--- src/rtl/instr_encoder.sv ---
`default_nettype none
// +--------------------------------------------------------------------------+
// | instr_encoder: scatters a signed immediate into I/S/B/J instruction bit   |
// | positions, flags unrepresentable values, tags words with an address.     |
// | Option macro: INSTR_ENCODER_RANGE_CHECK_EN (enables out_err checking).    |
// | Revision: 1.0                                                            |
// +--------------------------------------------------------------------------+
module instr_encoder #(
  parameter logic [31:0] BASE_ADDR = 32'h0000_0000,
  parameter logic [31:0] ADDR_STEP = 32'd4
) (
  input  logic        clk,
  input  logic        rst_n,
  input  logic        in_valid,
  output logic        in_ready,
  input  logic [31:0] imm,
  input  logic [1:0]  imm_src,
  input  logic [31:0] base,
  output logic        out_valid,
  input  logic        out_ready,
  output logic [31:0] out_instr,
  output logic [31:0] out_addr,
  output logic        out_err
);

  localparam logic [1:0] C_SRC_I = 2'b00;
  localparam logic [1:0] C_SRC_S = 2'b01;
  localparam logic [1:0] C_SRC_B = 2'b10;

  logic        r_s1_valid;
  logic [20:0] r_s1_imm;
  logic [1:0]  r_s1_src;
  logic [31:0] r_s1_base;
  logic        r_s1_err;
  logic        r_s2_valid;
  logic [31:0] r_s2_instr;
  logic        r_s2_err;
  logic [31:0] r_addr;

  logic        w_in_err;
  logic        w_s2_load;
  logic        w_s1_adv;
  logic        w_s1_load;
  logic [31:0] w_packed;

  function automatic logic [31:0] pack_imm(input logic [31:0] b, input logic [20:0] v,
                                           input logic [1:0] src);
    logic [31:0] w;
    w = b;
    case (src)
      C_SRC_I: w[31:20] = v[11:0];
      C_SRC_S: begin
        w[31:25] = v[11:5];
        w[11:7]  = v[4:0];
      end
      C_SRC_B: begin
        w[31]    = v[12];
        w[30:25] = v[10:5];
        w[11:8]  = v[4:1];
        w[7]     = v[11];
      end
      default: begin
        w[31]    = v[20];
        w[30:21] = v[10:1];
        w[20]    = v[11];
        w[19:12] = v[19:12];
      end
    endcase
    return w;
  endfunction

`ifdef INSTR_ENCODER_RANGE_CHECK_EN
  // Representable iff every bit above the top encoded bit matches the sign.
  always_comb begin
    w_in_err = 1'b0;
    case (imm_src)
      C_SRC_I, C_SRC_S: w_in_err = !((&imm[31:11]) || !(|imm[31:11]));
      C_SRC_B:          w_in_err = !((&imm[31:12]) || !(|imm[31:12])) || imm[0];
      default:          w_in_err = !((&imm[31:20]) || !(|imm[31:20])) || imm[0];
    endcase
  end
`else
  logic w_unused_imm;
  assign w_unused_imm = &{1'b0, imm[31:21]};
  assign w_in_err     = 1'b0;
`endif

  assign w_s2_load = !r_s2_valid || out_ready;
  assign w_s1_adv  = r_s1_valid && w_s2_load;
  assign w_s1_load = !r_s1_valid || w_s1_adv;
  assign in_ready  = w_s1_load;
  assign w_packed  = pack_imm(r_s1_base, r_s1_imm, r_s1_src);

  always_ff @(posedge clk or negedge rst_n) begin
    if (!rst_n) begin
      r_s1_valid <= 1'b0;
      r_s1_imm   <= '0;
      r_s1_src   <= '0;
      r_s1_base  <= '0;
      r_s1_err   <= 1'b0;
    end else if (w_s1_load) begin
      r_s1_valid <= in_valid;
      if (in_valid) begin
        r_s1_imm  <= imm[20:0];
        r_s1_src  <= imm_src;
        r_s1_base <= base;
        r_s1_err  <= w_in_err;
      end
    end
  end

  always_ff @(posedge clk or negedge rst_n) begin
    if (!rst_n) begin
      r_s2_valid <= 1'b0;
      r_s2_instr <= '0;
      r_s2_err   <= 1'b0;
    end else if (w_s2_load) begin
      r_s2_valid <= r_s1_valid;
      if (r_s1_valid) begin
        r_s2_instr <= w_packed;
        r_s2_err   <= r_s1_err;
      end
    end
  end

  // Address wraps naturally modulo 2^32.
  always_ff @(posedge clk or negedge rst_n) begin
    if (!rst_n) begin
      r_addr <= BASE_ADDR;
    end else if (r_s2_valid && out_ready) begin
      r_addr <= r_addr + ADDR_STEP;
    end
  end

  assign out_valid = r_s2_valid;
  assign out_instr = r_s2_instr;
  assign out_err   = r_s2_err;
  assign out_addr  = r_addr;

endmodule
`default_nettype wire

--- config.mk ---
export PLATFORM = sky130hd
export DESIGN_NAME = instr_encoder
export DESIGN_NICKNAME = d
export VERILOG_FILES = /design/src/rtl/instr_encoder.sv
export SDC_FILE = /design/constraint.sdc
export NUM_CORES = 1
export LEC_CHECK = 0
export CORE_UTILIZATION = 47
export DETAILED_ROUTE_END_ITERATION = 8
export GPL_TIMING_DRIVEN = 1
export PLACE_DENSITY = 0.79
export SLEW_MARGIN = 20
export SYNTH_ARGS = -nofsm -noshare
export SYNTH_HDL_FRONTEND = slang
export SYNTH_SLANG_ARGS = --single-unit
--- constraint.sdc ---
create_clock -name clk -period 2.22 [get_ports clk]
set_clock_uncertainty 0.1 [all_clocks]
set_input_delay 0.444 -clock clk [delete_from_list [all_inputs] [get_ports clk]]
set_output_delay 0.444 -clock clk [all_outputs]
set_load 0.02 [all_outputs]
Yosys cells after proc, flatten, opt, wreduce, memory -nomap -nowiden
Index checks and enable logic that the tools add are counted.

Bits in registers: 114. Bits in latches: 0. RAM bits: 0. Memory bits (read-only): 0. Input port bits: 70. Word-level logic and storage cells: 26. Memories: 0.

Add/subtract/negate cells: 1. Multiply operators: 0. Div/mod/pow operators: 0. Magnitude comparators: 0. Equal/unequal tests: 2. Shift operators: 0. Multiplexer cells: 4. Bitwise logic cells: 0. Reduce and logical (&&, ||, !) cells: 12.

Operator list (count): $add 32x3->32 const B (1); $pmux 5 s2 (2); $pmux 7 s2 (1); $mux 8 (1); $reduce_and 2->1 (2); $reduce_or 2->1 (2); $reduce_or 3->1 (1); $eq 2x1->1 const B (1); $eq 2x2->1 const B (1); $logic_and 1x1->1 (2); $logic_not 1->1 (2); $logic_not 2->1 (1); $logic_or 1x1->1 (2).

Depth between registers and ports, before layout
Gate-level depths: netlist of the first run.

Depth in word-level cells: 5. Gate-level depth with buffers: 6.

Worst setup path after synthesis of the first run
Ideal clock, no wire load.

Path kind: register to register. Start point: register r_s2_valid (netlist: out_valid). End point: register r_s1_base[0]. Setup time: 0.125 ns. Arrival: 1.726 ns. Data required time: 1.995 ns. Path slack: 0.270 ns. Cell stages (with the launch flop): 6. Buffers on the path: 2. Clock period less this slack: 1.950 ns. Cell sequence: dfrtp_1 > nand3b_1 > nand2_1 > buf_2 > buf_2 > mux2_2.

Cells in the longest elaborated chain, start to end: 5.

RTL lines: start: declaration (RTL line 35) `logic r_s2_valid;`; start signal: assignment (RTL line 118) `r_s2_valid <= r_s1_valid;`; $logic_not 1->1 (RTL line 88) `assign w_s2_load = !r_s2_valid || out_ready;`; $logic_or 1x1->1 (RTL line 88); $logic_and 1x1->1 (RTL line 89) `assign w_s1_adv = r_s1_valid && w_s2_load;`; $logic_or 1x1->1 (RTL line 90) `assign w_s1_load = !r_s1_valid || w_s1_adv;`; named net in_ready (RTL line 15) `output logic in_ready,`; $reduce_and 2->1 (no line); end signal: assignment (RTL line 106) `r_s1_base <= base;`; end: declaration (RTL line 33) `logic [31:0] r_s1_base;`.

The timed path passes the listed nets, and every way through them passes these cells. A chain may end at the register's enable or synchronous reset.

Worst setup path in the final report of the first run
Start point: register r_addr[14] (netlist: out_addr[14]). End point: output port out_addr[14].

RTL lines: start: declaration (RTL line 38) `logic [31:0] r_addr;`; start signal: assignment (RTL line 131) `r_addr <= r_addr + ADDR_STEP;`; end: declaration (RTL line 22) `output logic [31:0] out_addr,`.

No word-level cell between the ends.

==> results.sh, run 1 <==
export IMPL_critical_path_max_stage_delay_ps=660
export IMPL_floorplan_die_area_sq_um=10400
export IMPL_antenna_found_initial=0
export IMPL_tritoncts_num_buffers=9
export IMPL_clkTransAtPathRegs_ps=110
export IMPL_rr_startpoint="out_addr[9]"
export IMPL_p_switching_w=0.00165
export IMPL_multiplexer_area_fraction_after_synthesis_pct=16.5
export IMPL_hold_violations=0
export IMPL_reg2reg_depth=4
export IMPL_grt_max_degree=40
export IMPL_hold_path_cell_count=1
export IMPL_hold_end="out_addr[31]"
export IMPL_routed_via_density=5.04
export IMPL_startpoint_of_the_worst_hold_path="out_addr[31]"
export IMPL_post_synthesis_instance_area_sq_um=4710
export IMPL_cts_num_sinks=112
export IMPL_endpoint_kind="output pin"
export IMPL_insertion_delay_ps=360
export IMPL_floorplan_initialDensity_pct=48.4
export IMPL_mostFrequentLayoutCells="clkdlybuf4s50_1, dfrtp_1, mux2_2, nand2_1, o21ai_0"
export IMPL_design_final_nets=565
export IMPL_finalNonFillerCells=628
export IMPL_cts_path_max_buffers=2
export IMPL_synth_edf_count=0
export IMPL_number_of_remaining_drc_errors=0
export IMPL_diodes=0
export IMPL_die_y_um=102
export IMPL_first_pass_iters=4
export IMPL_reg2reg_setup_slack_ps=370
export IMPL_fmaxAchievable_ghz=0.483
export IMPL_rsz0062_at_grt="false"
export IMPL_worstHoldPathType="flip-flop to flip-flop"
export IMPL_layout_min_cycle_time_ps=2070
export IMPL_synth_adder_area_share_pct=1.33
export IMPL_detail_route_wl_per_cell_um=15.1
export IMPL_post_cts_setup_buffer_count=0
export IMPL_grt_pass1_wl_mm=15.4
export IMPL_finalWirelength_mm=9.48
export IMPL_yosys_warnings=0
export IMPL_run_status="completed"
export IMPL_combinational_power_share_pct=28.4
export IMPL_ratio_of_final_minimum_period_to_clock_period_pct=93.2
export IMPL_initialDrtViolationCount=75
export IMPL_regToRegEndpoint="out_addr[22]"
export IMPL_worst_setup_path_start_kind="flip-flop"
export IMPL_setup_ws_ps=152
export IMPL_cts_root_buf="clkbuf_8"
export IMPL_synth_compound_area_share_pct=4.09
export IMPL_num_fill_cells=768
export IMPL_max_slew_margin_pct=63.5
export IMPL_detail_route_antenna_nets=0
export IMPL_path_delay_family="buffers and inverters"
export IMPL_place_port_buffers=115
export IMPL_drv_cap=0
export IMPL_max_vdd_drop_mv=0.485
export IMPL_critical_path_peak_fanout=6
export IMPL_finalSetupViolations=0
export IMPL_power_frac_seq_pct=48.9
export IMPL_p_leak_nw=2.73
export IMPL_rows=36
export IMPL_postSynth_topFlopCell="dfrtp_1"
export IMPL_dpl_worst_slack_ps=-73.1
export IMPL_cts_tree="done"
export IMPL_syn_mean_instance_area_sq_um=13.0
export IMPL_worstPathBufferInverterCount=1
export IMPL_placed_cells_incl_taps=611
export IMPL_share_clk_of_total_power_pct=22.7
export IMPL_route_vias_total=3167
export IMPL_clock_tree_htree_level_count=3
export IMPL_largest_family_of_logic_cells_by_synthesized_area="multiplexers"
export IMPL_yosysUniqueCellTypes=38
export IMPL_worst_ep_arrival_time_ps=1520
export IMPL_layout_drive_gt1_share_pct=21.4
export IMPL_dp_hpwl_mm=6.94
export IMPL_global_route_usage_total_pct=19.5
export IMPL_yosys_area_share_simple_pct=10.7
export IMPL_power_density_nw_per_um2=849
export IMPL_kind_of_critical_path="flip-flop to output pin"
export IMPL_synth_xor_area_share_pct=5.39
export IMPL_most_common_cell_after_layout_fill_and_taps_aside="clkdlybuf4s50_1"
export IMPL_core_area_sq_um=9730
export IMPL_yosysSeqAreaShare_pct=59.5
export IMPL_ys_async_sr_fraction_pct=100
export IMPL_syn2layout_area_growth_pct=34.4
export IMPL_top_level_ports=137
export IMPL_globalplace_congestion=0.751
export IMPL_yosys_register_bits=112
export IMPL_final_max_slew_violation_count=0
export IMPL_worst_endpoint_required_ps=1680
export IMPL_intPower_w=0.00372
export IMPL_sw_frac_of_total_pct=30.7
export IMPL_crit_slowest_cell="clkdlybuf4s50_1"
export IMPL_timing_worst_slew_pin_value_ps=544
export IMPL_first_global_vias=3171
export IMPL_globalRouteOverflowTotal=0
export IMPL_cell_count_after_synthesis=361
export IMPL_crit_chain="clkdlybuf4s50_1"
export IMPL_fp_dieW_um=102
[power groups by stage]
stage / Clock (W) / Combinational [W] / Sequential [W]
after global routing: 0.00131 / 0.00165 / 0.00268
after floorplan: 0 / 0.000530 / 0.00289
final: 0.00122 / 0.00152 / 0.00263
after global placement: 0 / 0.00150 / 0.00265
after detailed placement: 0 / 0.00154 / 0.00267
after CTS: 0.00125 / 0.00154 / 0.00263
[state kept, by name (all words and copies together) (netlist names)]
register    flops
out_instr      32
r_s1_src        2
out_valid       1
r_s1_imm       21
out_addr       30
r_s1_base      25
r_s1_valid      1
[cells in the mapped netlist (6+ instances only)]
cell type  count  share of area, %
nand4_1       10               1.3
a22oi_1        6              0.96
mux2_2        62                15
mux2i_1        8               1.7
o21ai_0       21               2.2
nor2_1         9              0.72
a21oi_1        7              0.74
xor2_1        10               1.9
clkbuf_1       7              0.56
nand2_1       32               2.6
nand3_1        6              0.64
xnor2_1       19               3.5
inv_1          7              0.56
dfrtp_1      112                60
[cells by family (layout without fill, tap and decap cells)]
family	Yosys count	in the layout
fa+ha+maj	5	5
simple gates	86	86
flops	112	112
compound gates	35	35
xor+xnor	29	29
buf+inv	23	155
mux	70	70
other cells	1	3
[per-stage QoR]
| step | hold slack [ps] | utilization (%) | total power, W | setup TNS [ps] | cell area [sq um] |
|---|---|---|---|---|---|
| after detailed placement | 363 | 62.9 | 0.00421 | -173 | 6120 |
| after CTS | 381 | 65.0 | 0.00542 | 0 | 6330 |
| final | 374 | 65.0 | 0.00537 | 0 | 6330 |
| after global routing | 417 | 65.0 | 0.00564 | 0 | 6330 |
| after global placement | 348 | 62.9 | 0.00416 | -62.8 | 6120 |
| after floorplan | 48.4 | - | 0.00342 | 0 | 4720 |
[worst max path at each step]
stage | from | endpoint | slack [ps] | cells past startpoint
floorplan | out_valid | r_s1_base[0] | 270 | 5
global placement | out_ready | out_addr[30] | -30 | 7
detailed placement | out_ready | out_addr[30] | -70 | 7
CTS | out_addr[14] | out_addr[14] | 130 | 1
global route | out_addr[14] | out_addr[14] | 110 | 1
finish | out_addr[14] | out_addr[14] | 150 | 1
[layout make-up]
class / instances / area (sq um) / area share, %
Multi-Input combinational cell: 228 / 1810 / 28.6
Inverter: 7 / 26.3 / 0.415
Clock buffer: 10 / 128 / 2.02
Sequential cell: 112 / 2800 / 44.3
Tap cell: 133 / 166 / 2.63
Timing Repair Buffer: 132 / 1330 / 21.0
Clock inverter: 6 / 68.8 / 1.09
[timing repair]
action                     4_1_cts  5_1_grt
resized for setup                1        0
setup endpoints to repair        1        0
hold buffers                     1        0
hold endpoints to repair        37        0
[metal layers]
layer	up-vias	routed length, um	global-route usage [%]
li1	1498	-	-
met2	75	4720	31.2
met1	1585	4170	25.7
met3	9	467	4.58
met5	-	0	0
met4	0	123	8.24
Power figures use the tool's default switching activity.
==> inputs of run 2 (changes only) <==
Settings changed: SLEW_MARGIN 20 to 15.
==> results of run 2 <==
The final DEF is identical to that of run 1; final timing and power are the same.
